==> src/rtl/irrigation_pkg.sv <==
// Shared types and default constants for the irrigation sensor path.
package irrigation_pkg;

    // Moisture averaging FSM states.
    typedef enum logic [1:0] {
        S_IDLE  = 2'd0,
        S_ACCUM = 2'd1,
        S_EVAL  = 2'd2
    } state_t;

    localparam int unsigned DEF_SAMPLE_W     = 10;
    localparam int unsigned DEF_AVG_LOG2     = 2;
    localparam int unsigned DEF_DRY_ON_TH    = 300;
    localparam int unsigned DEF_WET_OFF_TH   = 400;
    localparam int unsigned DEF_RAIN_PERSIST = 1000;
    localparam int unsigned DEF_TIMEOUT      = 65535;

endpackage

==> src/rtl/sensor_conditioner_if.sv <==
// Valid/ready moisture sample bus from the ADC front end.
interface sensor_conditioner_if #(
    parameter int unsigned SAMPLE_W = 10
) ();
    logic                sample_valid;
    logic [SAMPLE_W-1:0] sample_data;
    logic                sample_ready;

    modport master (output sample_valid, output sample_data, input sample_ready);
    modport slave  (input sample_valid, input sample_data, output sample_ready);
endinterface

==> src/rtl/persist_filter.sv <==
// Two-flop synchroniser followed by a persistence filter: the output only
// follows the synchronised input after CYCLES consecutive disagreeing cycles.
module persist_filter #(
    parameter int unsigned CYCLES = 1000
) (
    input  logic clk,
    input  logic rst,
    input  logic din,
    output logic dout
);
    localparam int unsigned CNT_W = $clog2(CYCLES + 1);

    logic             sync1;
    logic             sync2;
    logic [CNT_W-1:0] cnt;

    // Bring the asynchronous contact into the clock domain.
    always_ff @(posedge clk or posedge rst) begin
        if (rst) begin
            sync1 <= 1'b0;
            sync2 <= 1'b0;
        end else begin
            sync1 <= din;
            sync2 <= sync1;
        end
    end

    // Count consecutive disagreement; any agreeing cycle restarts the count.
    always_ff @(posedge clk or posedge rst) begin
        if (rst) begin
            cnt  <= '0;
            dout <= 1'b0;
        end else if (sync2 != dout) begin
            if (cnt == CNT_W'(CYCLES - 1)) begin
                dout <= sync2;
                cnt  <= '0;
            end else begin
                cnt <= cnt + CNT_W'(1);
            end
        end else begin
            cnt <= '0;
        end
    end
endmodule

==> src/rtl/sensor_conditioner.sv <==
// Moisture averaging with dry/wet hysteresis and filtered rain flag.
// Optional sample-timeout fail-safe is enabled by defining SENSOR_TIMEOUT_EN.
module sensor_conditioner
    import irrigation_pkg::*;
#(
    parameter int unsigned SAMPLE_W     = DEF_SAMPLE_W,
    parameter int unsigned AVG_LOG2     = DEF_AVG_LOG2,
    parameter int unsigned DRY_ON_TH    = DEF_DRY_ON_TH,
    parameter int unsigned WET_OFF_TH   = DEF_WET_OFF_TH,
    parameter int unsigned RAIN_PERSIST = DEF_RAIN_PERSIST,
    parameter int unsigned TIMEOUT      = DEF_TIMEOUT
) (
    input  logic                 clk,
    input  logic                 rst,
    sensor_conditioner_if.slave  smp,
    input  logic                 rain_raw,
    output logic                 moisture_dry,
    output logic                 rain,
    output logic [SAMPLE_W-1:0]  moisture_avg,
    output logic                 avg_valid,
    output logic                 sensor_fault
);
    localparam int unsigned ACC_W = SAMPLE_W + AVG_LOG2;

    state_t              state;
    logic [ACC_W-1:0]    acc;
    logic [AVG_LOG2-1:0] cnt;
    logic                ready_q;
    logic                dry_q;
    logic                xfer;
    logic [SAMPLE_W-1:0] avg_next;

    assign smp.sample_ready = ready_q;
    assign xfer             = smp.sample_valid & ready_q;
    // Truncating divide by the window size.
    assign avg_next         = SAMPLE_W'(acc >> AVG_LOG2);

    // Window FSM: accumulate 2^AVG_LOG2 samples, then evaluate for one cycle.
    always_ff @(posedge clk or posedge rst) begin
        if (rst) begin
            state        <= S_IDLE;
            acc          <= '0;
            cnt          <= '0;
            ready_q      <= 1'b1;
            moisture_avg <= '0;
            avg_valid    <= 1'b0;
            dry_q        <= 1'b0;
        end else begin
            avg_valid <= 1'b0;
            unique case (state)
                S_IDLE: begin
                    if (xfer) begin
                        acc   <= ACC_W'(smp.sample_data);
                        cnt   <= cnt + AVG_LOG2'(1);
                        state <= S_ACCUM;
                    end
                end
                S_ACCUM: begin
                    if (xfer) begin
                        acc <= acc + ACC_W'(smp.sample_data);
                        cnt <= cnt + AVG_LOG2'(1);
                        if (cnt == '1) begin
                            state   <= S_EVAL;
                            ready_q <= 1'b0;
                        end
                    end
                end
                S_EVAL: begin
                    moisture_avg <= avg_next;
                    avg_valid    <= 1'b1;
                    acc          <= '0;
                    ready_q      <= 1'b1;
                    state        <= S_IDLE;
                    // Between the thresholds the previous flag is held.
                    if (avg_next <= SAMPLE_W'(DRY_ON_TH)) begin
                        dry_q <= 1'b1;
                    end else if (avg_next >= SAMPLE_W'(WET_OFF_TH)) begin
                        dry_q <= 1'b0;
                    end
                end
                default: begin
                    state   <= S_IDLE;
                    ready_q <= 1'b1;
                end
            endcase
        end
    end

`ifdef SENSOR_TIMEOUT_EN
    localparam int unsigned TO_W = $clog2(TIMEOUT + 1);

    logic [TO_W-1:0] to_cnt;
    logic            fault_q;

    // Count idle cycles since the last transfer; saturate at TIMEOUT.
    always_ff @(posedge clk or posedge rst) begin
        if (rst) begin
            to_cnt  <= '0;
            fault_q <= 1'b0;
        end else if (xfer) begin
            to_cnt  <= '0;
            fault_q <= 1'b0;
        end else if (to_cnt != TO_W'(TIMEOUT)) begin
            to_cnt <= to_cnt + TO_W'(1);
            if (to_cnt == TO_W'(TIMEOUT - 1)) begin
                fault_q <= 1'b1;
            end
        end
    end

    assign sensor_fault = fault_q;
    // A stale sensor must never request watering.
    assign moisture_dry = dry_q & ~fault_q;
`else
    assign sensor_fault = 1'b0;
    assign moisture_dry = dry_q;
`endif

    persist_filter #(
        .CYCLES (RAIN_PERSIST)
    ) u_rain_filter (
        .clk  (clk),
        .rst  (rst),
        .din  (rain_raw),
        .dout (rain)
    );
endmodule

==> src/flat_wrapper.sv <==
// flat-port wrapper written by rule: the top's interface ports become plain ports
module sensor_conditioner_flat import irrigation_pkg::*;
#(
    parameter int unsigned SAMPLE_W     = DEF_SAMPLE_W,
    parameter int unsigned AVG_LOG2     = DEF_AVG_LOG2,
    parameter int unsigned DRY_ON_TH    = DEF_DRY_ON_TH,
    parameter int unsigned WET_OFF_TH   = DEF_WET_OFF_TH,
    parameter int unsigned RAIN_PERSIST = DEF_RAIN_PERSIST,
    parameter int unsigned TIMEOUT      = DEF_TIMEOUT
)
  (clk, rst, rain_raw, moisture_dry, rain, moisture_avg, avg_valid, sensor_fault, smp_sample_valid, smp_sample_data, smp_sample_ready);
  sensor_conditioner_if #(.SAMPLE_W(SAMPLE_W)) smp_i ();
  input  logic clk;
  input  logic rst;
  input  logic rain_raw;
  output logic moisture_dry;
  output logic rain;
  output logic [SAMPLE_W-1:0] moisture_avg;
  output logic avg_valid;
  output logic sensor_fault;
  input wire logic [$bits(smp_i.sample_valid)-1:0] smp_sample_valid;
  input wire logic [$bits(smp_i.sample_data)-1:0] smp_sample_data;
  output wire logic [$bits(smp_i.sample_ready)-1:0] smp_sample_ready;
  assign smp_i.sample_valid = smp_sample_valid;
  assign smp_i.sample_data = smp_sample_data;
  assign smp_sample_ready = smp_i.sample_ready;
  sensor_conditioner #(.SAMPLE_W(SAMPLE_W), .AVG_LOG2(AVG_LOG2), .DRY_ON_TH(DRY_ON_TH), .WET_OFF_TH(WET_OFF_TH), .RAIN_PERSIST(RAIN_PERSIST), .TIMEOUT(TIMEOUT)) u_core (.clk(clk), .rst(rst), .smp(smp_i), .rain_raw(rain_raw), .moisture_dry(moisture_dry), .rain(rain), .moisture_avg(moisture_avg), .avg_valid(avg_valid), .sensor_fault(sensor_fault));
endmodule
==> config.mk <==
export PLATFORM = sky130hd
export DESIGN_NAME = sensor_conditioner_flat
export DESIGN_NICKNAME = d
export VERILOG_FILES = /design/src/rtl/irrigation_pkg.sv /design/src/rtl/sensor_conditioner_if.sv /design/src/rtl/persist_filter.sv /design/src/rtl/sensor_conditioner.sv /design/src/flat_wrapper.sv
export SDC_FILE = /design/constraint.sdc
export NUM_CORES = 1
export LEC_CHECK = 0
export CAP_MARGIN = 5
export CORE_MARGIN = 2
export CORE_UTILIZATION = 60
export DETAILED_ROUTE_END_ITERATION = 10
export GPL_ROUTABILITY_DRIVEN = 0
export PLACE_DENSITY_LB_ADDON = 0.3
export SYNTH_ARGS = -nofsm -noshare
export SYNTH_HDL_FRONTEND = slang
export SYNTH_HIERARCHICAL = 1
export SYNTH_SLANG_ARGS = --single-unit
==> constraint.sdc <==
create_clock -name clk -period 3.7 [get_ports clk]
set_input_delay 0.74 -clock clk [delete_from_list [all_inputs] [get_ports clk]]
set_output_delay 0.74 -clock clk [all_outputs]
set_load 0.02 [all_outputs]
Word-level counts from Yosys, hierarchy flattened --
Index checks and enable logic that the tools add are counted.
Operators by class: reductions and logical operators 10, bitwise operators 2, $add $sub $neg 3, eq/ne operators 8, multiplexer cells 15, order comparisons 2
Operators by type and width (count):
- 12-bit one-hot mux with 3 select lines | 1
- 12-bit two-way mux | 2
- 10-bit two-way mux | 2
- 12-bit by 10-bit adder with 12-bit output | 1
- 10-bit by 1-bit adder with 10-bit output, second input constant | 1
- 10-bit == test, second input constant | 1
- 10-bit by 9-bit >= comparator with 1-bit output, second input constant | 1
- 10-bit by 9-bit <= comparator with 1-bit output, second input constant | 1
- 3-bit AND reduction | 3
- 2-bit two-way mux | 3
- 2-bit by 1-bit inequality test with 1-bit output, second input constant | 3
- 2-bit AND reduction | 3
- 1-bit two-way mux | 5
- 2-bit == test, second input constant | 2
- 2-bit one-hot mux with 2 select lines | 1
- 3-bit nonzero test | 1
- 2-bit by 1-bit adder with 2-bit output, second input constant | 1
- 2-bit by 1-bit == test with 1-bit output, second input constant | 1
- 2-bit zero test | 1
- 1-bit one-hot mux with 2 select lines | 1
- 2-bit nonzero test | 1
- 2-bit OR reduction | 1
- 1-bit bitwise AND | 1
- 1-bit inequality test | 1
- 1-bit inverter | 1
Word-level totals: bits in registers 42, input port bits 14, logic and storage cells 51

Longest topological paths before layout --
depth in word-level cells 4, gate-level depth with buffers 9, gate-level depth less buffers 9

Modules after synthesis --
The synthesis kept the hierarchy.
Modules (own cells, without submodules):
- sensor_conditioner | seq. area each 726.9 µm², area each 1775.5 µm², cells each 176, times used 1
- persist_filter | seq. area each 325.3 µm², area each 625.6 µm², cells each 59, times used 1

Least setup slack after synthesis --
OpenSTA, ideal clock, no wires.
path kind input to register, start point input smp_sample_data[0], end point register u_core.acc[10], library setup time 0.076 ns, stages 9, required time 3.624 ns, setup slack 1.443 ns, path buffers 0, arrival time 2.181 ns, path through ha_1 inv_1 fa_1 nand2b_1 a21oi_1 a211o_1 a31oi_1 or3_1 o21ai_1
On the way: cells in the longest elaborated chain, start to end 3
Ends and longest elaborated chain:
- from (decl) | RTL line flat_wrapper.sv:22 | input wire logic [$bits(smp_i.sample_data)-1:0] smp_sample_data;
- 12-bit by 10-bit adder with 12-bit output | RTL line sensor_conditioner.sv:60 | acc <= acc + ACC_W'(smp.sample_data);
- 12-bit two-way mux | RTL line sensor_conditioner.sv:59 | if (xfer) begin
- 12-bit one-hot mux with 3 select lines | RTL line sensor_conditioner.sv:50 | unique case (state)
- to (signal assigned) | RTL line sensor_conditioner.sv:53 | acc <= ACC_W'(smp.sample_data);
- to (signal assigned) | RTL line sensor_conditioner.sv:60
- to (decl) | RTL line sensor_conditioner.sv:26 | logic [ACC_W-1:0] acc;
Every way passes these cells. The select of a mux whose other input is x is not followed. A chain may end at the register's enable or synchronous reset.

Worst setup path in the final report --
Ends and elaborated chain as after synthesis.

==> results.md <==
* Status: complete, no violations
* Total grt overflow at 0
* Delay-heaviest family, CP: adder cells
* Crit path capture type: flop
* CP required at 3.93 ns
* CP Class: input port to flop
* RR Startpoint: u_core/acc[0]
* Post-synthesis sequential area ratio at between 40% and 50%
* Fmax at 377.9 MHz
* Die Y at 67.26 µm
* Worst path arrival time at approximately 2.9 ns
* Tmin final at roughly 2.6 ns
* Final-stage net count at 297
* Worst slew pin tran at 0.6008 ns
* Final period util at between 70% and 80%
* Routed Wire Length at 5.100 mm
* Worst hold path type: flop to flop
* Worst path max stage delay at 0.48 ns
* IO Pins at 29
* Pin count of the biggest net entering global routing at 30
* Non-filler cells, final at between 300 and 400
* Vias in the first global route at 1867
* WHS at about 0.36 ns
* Core Footprint at 0.003744 mm²
* Synth Area per Inst at 10.22 µm²
* Internal power at 1.373 mW
* YS warnings at 6
* Worst R2R Setup Slack at 1.62 ns
* Fin Setup TNS at 0 ns
* Most Used Layer, Global Route: met2
* Postcts setup bufs at 0
* CTS tree: yes
* Crit Path Max Fanout at 3
* Via Count at between 1500 and 2000
* Max cap viols at 0
* Max-slew violations at 0
* Max stage delay cell, worst path: clkdlybuf4s50_1
* Primary FF master, synth: dfrtp_1
* Clk sinks at between 40 and 50
* Combinational share of power at 48.6%
* DRC viols at 0
* Power density cells at about 790 mW/mm²
* Die Width at 67.26 µm
* RSZ-0062 raised after global routing: no
* CP Cell Sequence: clkdlybuf4s50_1, ha_1, inv_1, fa_1, nand2b_1, a21oi_1, a211o_1, a31oi_1, or3_1, o21ai_1
* Post-DP HPWL at between 3 and 4 mm
* Top-area cell type share of the netlist area at between 40% and 50%
* ANT cells at 0
* Root Driver: clkbuf_8
* Sw power at around 0.91 mW
* Final Hold Fails at 0
* Most frequent cells in the layout: dfrtp_1, clkdlybuf4s50_1, nor2_1, nand2_1, a21oi_1
* Setup violations, final at 0
* Syn_nets at 265
* Detail Route Antenna Nets at 0
* Maximum VDD drop at 508.2 µV
* Clock Power Share at 19.1%
* Post-CTS Hold Buffers at 0
* First-pass GRT wire length at 8.631 mm
* Filler cells at 290
* Maximum clock path buffer count at 2
* Initial core utilization at between 60% and 70%
* Flop pwr share at 32.3%
* Cell area after synthesis at 0.002401 mm²
* Nature of the critical path startpoint: input port
* Worst rel slew slack at 59.95%
* Buffers on Ports at 27
* Placed insts at around 310
* Post-synth top area cell: dfrtp_1
* FFs w/ async S/R, synth at 100.0%
* Number of DRC markers in iteration 0 at 132
* Initial antenna violation count at 0
* CP bufs+invs at 2
* GR Util met3 at 4.833%
* Routed wire length per instance at 16.14 µm
* CTS clock-pin slew for the worst setup and hold paths at 0.09 ns
* Area after DPL at about 0.0027 mm²
* Met1 Use GR at 33.15%
* Post-CTS Resized at 0
* Layout cell share with drive strength beyond 1 at around 15%
* Die area at 0.004524 mm²
* Post-synthesis cell count at 235
* EDFF count, synth at 0
* H-Tree Depth at 2
* Commonest non-fill, non-tap cell in the layout: dfrtp_1
* HP Start: u_core/u_rain_filter/sync1
* Setup crit start: smp_sample_data[0]
* CTS buffer count at 5
* Flops & latches, synth at 42
* Switching part of the total at roughly two fifths
* Clock latency on the worst-skew pair at roughly 0.3 ns
* Clock Skew at between 0.007 and 0.008 ns
* Top area cells in the synthesized netlist: dfrtp_1, ha_1, mux2_2, a21oi_1, nor2_1
* Std cell rows at 22
* DR vias/cell at around 6.0
* Leakage at between 1 and 1.5 nW
* Final Cell Area at 0.002877 mm²
* DRT Pass-1 Iters at 4
* Area grow syn2layout at 19.80%
* Unique masters post-synth at 54
* Global routing met2 resource utilization at approximately 43%
* Total GRT Usage at 25.62%
==> routing by layer <==
| layer | share of wire, % | routed length [µm] | vias to the layer above |
|---|---|---|---|
| met5 | 0 | 0 | - |
| met4 | 1.4 | 70 | 0 |
| met3 | 4.4 | 226 | 7 |
| met2 | 49 | 2507 | 50 |
| met1 | 45 | 2296 | 926 |
| li1 | - | - | 914 |
==> path summary, 6_finish.rpt <==
path,end,depth (start not counted)
worst max-delay path,u_core/acc[10],10
worst min-delay path,u_core/u_rain_filter/sync2,0
worst max register to register,u_core/acc[10],9
worst min register to register,u_core/u_rain_filter/sync2,0
max in group asynchronous,u_core/smp.sample_ready,3
min in group asynchronous,u_core/avg_valid,2
==> final cells by class <==
cell class	instances	area, µm²	share of cell area, %
multi-input cells	174	1265	43.98
well taps	48	60.06	2.088
repair buffers	29	305.3	10.61
clock buffers	5	68.82	2.392
inverters	15	56.30	1.957
flip-flops and latches	42	1052	36.58
clock inverters	3	68.82	2.392
==> cell families after synthesis <==
family	share of synthesized area, %
AOI/OAI and AO/OA	17.56
xor gates and xnor gates	4.742
adders and majority gates	8.650
buffers and inverters	3.491
DFF	43.82
muxes	7.400
other	0.1562
and+or+nand+nor	14.17
==> power groups by stage <==
stage               Combinational [mW]  Clock [mW]  Sequential [mW]
floorplan                        0.730           0            0.778
global placement                  1.05           0            0.735
detailed placement                1.08           0            0.742
CTS                               1.10       0.443            0.736
global route                      1.22       0.462            0.757
finish                            1.11       0.436            0.736
==> worst register-to-register path, stage by stage (launching register included) <==
cell      delay, ns
dfrtp_1        0.36
ha_1           0.16
inv_1          0.06
fa_1           0.39
nand2b_1       0.20
a21oi_1        0.15
a211o_1        0.17
a31oi_1        0.13
or3_1          0.32
o21ai_1        0.07
==> flip-flops by register name, summed over array words and instances, names as in the netlist <==
register,cells
u_core/acc,12
u_core/avg_valid,1
u_core/cnt,2
u_core/moisture_avg,10
u_core/moisture_dry,1
u_core/smp.sample_ready,1
u_core/state,2
u_core/u_rain_filter/cnt,10
u_core/u_rain_filter/dout,1
u_core/u_rain_filter/sync1,1
u_core/u_rain_filter/sync2,1
==> synth_stat cells, drive strengths merged, types with 6 or more instances <==
| library cell | n |
|---|---|
| dfrtp | 41 |
| a21oi | 20 |
| nor2 | 20 |
| nand2 | 17 |
| ha | 15 |
| inv | 14 |
| mux2 | 13 |
| nand3 | 12 |
| o21ai | 8 |
| xor2 | 7 |
| xnor2 | 6 |
==> per-stage QoR <==
step	utilization (%)	worst slack (ns)	total power, mW
floorplan	-	1.443	1.507
CTS	76.10	1.092	2.275
finish	76.84	1.054	2.278
detailed placement	72.43	0.7879	1.826
global route	76.84	0.9687	2.443
global placement	72.43	0.8376	1.788
Note: power is estimated with default switching activity, not from simulation.
==> variant 1: new RTL, same settings <==
Re-encode `state_t` (3 states) as one-hot, 3 bits wide.
--- a/src/rtl/irrigation_pkg.sv
+++ b/src/rtl/irrigation_pkg.sv
@@ -2,10 +2,10 @@
 package irrigation_pkg;
 
     // Moisture averaging FSM states.
-    typedef enum logic [1:0] {
-        S_IDLE  = 2'd0,
-        S_ACCUM = 2'd1,
-        S_EVAL  = 2'd2
+    typedef enum logic [2:0] {
+        S_IDLE  = 3'b001,
+        S_ACCUM = 3'b010,
+        S_EVAL  = 3'b100
     } state_t;
 
     localparam int unsigned DEF_SAMPLE_W     = 10;
Check against the original RTL: same outputs for any inputs over 4 cycles, from zero or initial values and one cycle with rst high; so few cycles prove little.
==> variant 1 against the original RTL <==
- sequential cell count up 1
- wire length decreased by 4.2%
- via count down 0.47%
- area after synthesis is 1.8% higher
- sequential share of layout area grew 1.0 points
- total power down 11%
- setup slack improved by 0.0026 ns
- final area down 0.30%
- synthesized cell count grew 0.85%
==> variant 1: results <==
export IMPL_route_met3_wl_microns=240
export IMPL_rr_worst_depth=5
export IMPL_final_seq_area_sq_um=1080
export IMPL_wl_per_cell_microns=15.4
export IMPL_wl_met2_microns=2280
export IMPL_synth_seq_cells=43
export IMPL_use_met2_pct=36.4
export IMPL_synth_cell_types=53
export IMPL_crit_path_max_incr_delay_ns=0.43
export IMPL_grt_max_degree=31
export IMPL_vias=1888
export IMPL_fill_cells=284
export IMPL_drt_iter0_drc=186
export IMPL_pg_clk_mw=0.368
export IMPL_drt_pass1_iterations=4
export IMPL_reg2reg_from="u_core/state[1]$_DFFE_PP0P_"
export IMPL_status="finished, final reports clean"
export IMPL_pre_cts_ws_ns=0.780
export IMPL_r2r_end="u_core/acc[7]$_DFFE_PP0P_"
export IMPL_power_leakage_nw=1.31
export IMPL_worstSetupEndpoint="u_core/acc[6]$_DFFE_PP0P_"
export IMPL_stdcell_area_sq_um=2870
export IMPL_synth_compound_area_share_pct=16.8
export IMPL_grt_pass1_vias=1744
export IMPL_reg2reg_slack_ns=1.32
export IMPL_clkCellAreaFrac_pct=3.93
export IMPL_num_rows=23
export IMPL_cts_root_buf="clkbuf_8"
export IMPL_buffer_area_share_pct=9.95
export IMPL_ys_top_cells_by_count="dfrtp_1, nor2_1, nand2_1, a21oi_1, ha_1"
export IMPL_met3_usage_pct=5.59
export IMPL_track_usage_pct=23.7
export IMPL_pwr_share_comb_pct=45.5
export IMPL_nets=293
export IMPL_top_regs="u_core/acc x12, u_core/moisture_avg x10, u_core/u_rain_filter/cnt x10"
export IMPL_max_vdd_ir_drop_v=0.000393
export IMPL_synth_xor_area_share_pct=5.37
export IMPL_tightest_slew_ns=0.760
export IMPL_internal_power_mw=1.25
export IMPL_drive_above_1_share_pct=12.7
export IMPL_multi_input_cells=181
export IMPL_use_met1_pct=32.9
export IMPL_synthTopCellsByArea="dfrtp_1, ha_1, mux2_2, nor2_1, a21oi_1"
export IMPL_fmax_mhz=378
export IMPL_arrival_ns=2.79
export IMPL_fin_skew_ns=0.00162
export IMPL_grt_pass1_wl_microns=8050
export IMPL_path_delay_family="compound AO/OA/AOI/OAI gates"
export IMPL_syn_nets=264
export IMPL_place_area_sq_um=2760
export IMPL_ys_seq_area_share_pct=44.1
export IMPL_synthMuxAreaShare_pct=6.50
export IMPL_synthAdderAreaFrac_pct=6.96
export IMPL_inverters=6
export IMPL_met1_length_microns=2310
export IMPL_multi_input_area_share_pct=45.5
export IMPL_dp_hpwl_microns=3430
==> variant 1: cell types whose count changed after synthesis, sizes merged, moves of 3 or more <==
cell and delta:
o31ai -3, a21oi -6, o21a +3, ha -3
o211ai -5, inv -8, nor2 +4, a22oi +4
==> variant 1: cells by family (layout without fill, tap and decap cells) <==
logic type | Yosys count | after routing
mux | 14 | 14
buf+inv | 13 | 43
fa+ha+maj | 13 | 13
other cells | 1 | 1
compound gates | 59 | 59
simple gates | 79 | 79
xor+xnor | 15 | 15
flops | 43 | 43
==> variant 1: stage by stage <==
stage                     instances  power, mW  hold slack (ns)
after global placement          309       1.64            0.334
after detailed placement        309       1.67            0.336
after global routing            317       2.18            0.368
final                           317       2.04            0.352
after CTS                       317       2.04            0.355
after floorplan                 237       1.41            0.331
==> variant 1: worst register-to-register path, delay by kind of cell (launching register included) <==
kind / cells / cell delay (ns)
mux: 1 / 0.25
simple gates: 3 / 1.45
compound gates: 1 / 0.09
flops: 1 / 0.48
==> variant 2: new RTL, same settings <==
Without the edit above. Change the package constant `DEF_SAMPLE_W` from 10 to 20.
--- a/src/rtl/irrigation_pkg.sv
+++ b/src/rtl/irrigation_pkg.sv
@@ -8,7 +8,7 @@
         S_EVAL  = 2'd2
     } state_t;
 
-    localparam int unsigned DEF_SAMPLE_W     = 10;
+    localparam int unsigned DEF_SAMPLE_W     = 20;
     localparam int unsigned DEF_AVG_LOG2     = 2;
     localparam int unsigned DEF_DRY_ON_TH    = 300;
     localparam int unsigned DEF_WET_OFF_TH   = 400;
Ports: changed (resized moisture_avg and smp_sample_data); port bits go from 29 to 49. The function was not compared with the original's and may differ.
==> variant 2 against the original RTL <==
- setup slack got worse by 0.18 ns
- total power rose by 84%
- core utilization fell by 3.0 points
- register-to-register slack got worse by 0.32 ns
- wire length rose by 82%
- sequential power rose by 56%
- sequential cell count rose by 20
- global-route usage rose by 1.5 points
- area after synthesis rose by 62%
- clock skew barely moved
- fmax fell by 6.5%
- final area rose by 62%
==> variant 2: results <==
export IMPL_pg_clk_mw=0.666
export IMPL_crit_path_max_incr_delay_ns=0.42
export IMPL_power_leakage_nw=2.07
export IMPL_buffers=51
export IMPL_reg2reg_slack_ns=1.30
export IMPL_arrival_ns=3.03
export IMPL_final_seq_area_sq_um=1550
export IMPL_grt_pass1_wl_microns=15600
export IMPL_track_usage_pct=27.2
export IMPL_synth_seq_cells=62
export IMPL_drive_above_1_share_pct=11.2
export IMPL_clkCellAreaFrac_pct=4.81
export IMPL_drt_pass1_iterations=5
export IMPL_nClkBuffers=11
export IMPL_cts_inserted_buffers=9
export IMPL_switching_share_pct=43.8
export IMPL_r2r_end="u_core/acc[14]$_DFFE_PP0P_"
export IMPL_drt_iter0_drc=219
export IMPL_wl_met2_microns=4460
export IMPL_status="finished, final reports clean"
export IMPL_worstSetupEndpoint="u_core/acc[18]$_DFFE_PP0P_"
export IMPL_fin_skew_ns=0.00820
export IMPL_synth_cell_types=63
export IMPL_reg2reg_from="u_core/state[1]$_DFFE_PP0P_"
export IMPL_ys_seq_area_share_pct=39.8
export IMPL_cp_max_fo=4
export IMPL_synthAdderAreaFrac_pct=8.53
export IMPL_multi_input_cells=317
export IMPL_synthTopCellsByArea="dfrtp_1, ha_1, mux2_2, a21oi_1, nor2_1"
export IMPL_nets=508
export IMPL_maxSlewHeadroom_pct=25.5
export IMPL_syn_nets=460
export IMPL_dp_hpwl_microns=6620
export IMPL_grt_max_degree=50
export IMPL_port_buffer_count=47
export IMPL_synth_xor_area_share_pct=4.49
==> variant 2: changes by cell type in the layout (fill, tap and decap cells not counted), moves of 6 or more <==
cell / before / now
dfrtp_1: 41 / 61
ha_1: 15 / 25
o21ai_0: 6 / 23
nor2_1: 20 / 41
o21a_1: 0 / 6
clkdlybuf4s50_1: 27 / 47
nand2_1: 17 / 26
and3_1: 2 / 11
mux2_2: 11 / 21
a21oi_1: 17 / 38
==> variant 2: stage by stage <==
stage	std cells	utilization [%]	area (sq um)	setup WS [ns]	hold slack, ns
2_1_floorplan	410	-	3900	1.22	0.331
3_3_place_gp	524	70.3	4440	0.592	0.333
3_5_place_dp	524	70.3	4440	0.538	0.345
4_1_cts	540	73.8	4660	0.897	0.357
5_1_grt	540	73.8	4660	0.664	0.364
6_report	540	73.8	4660	0.871	0.360
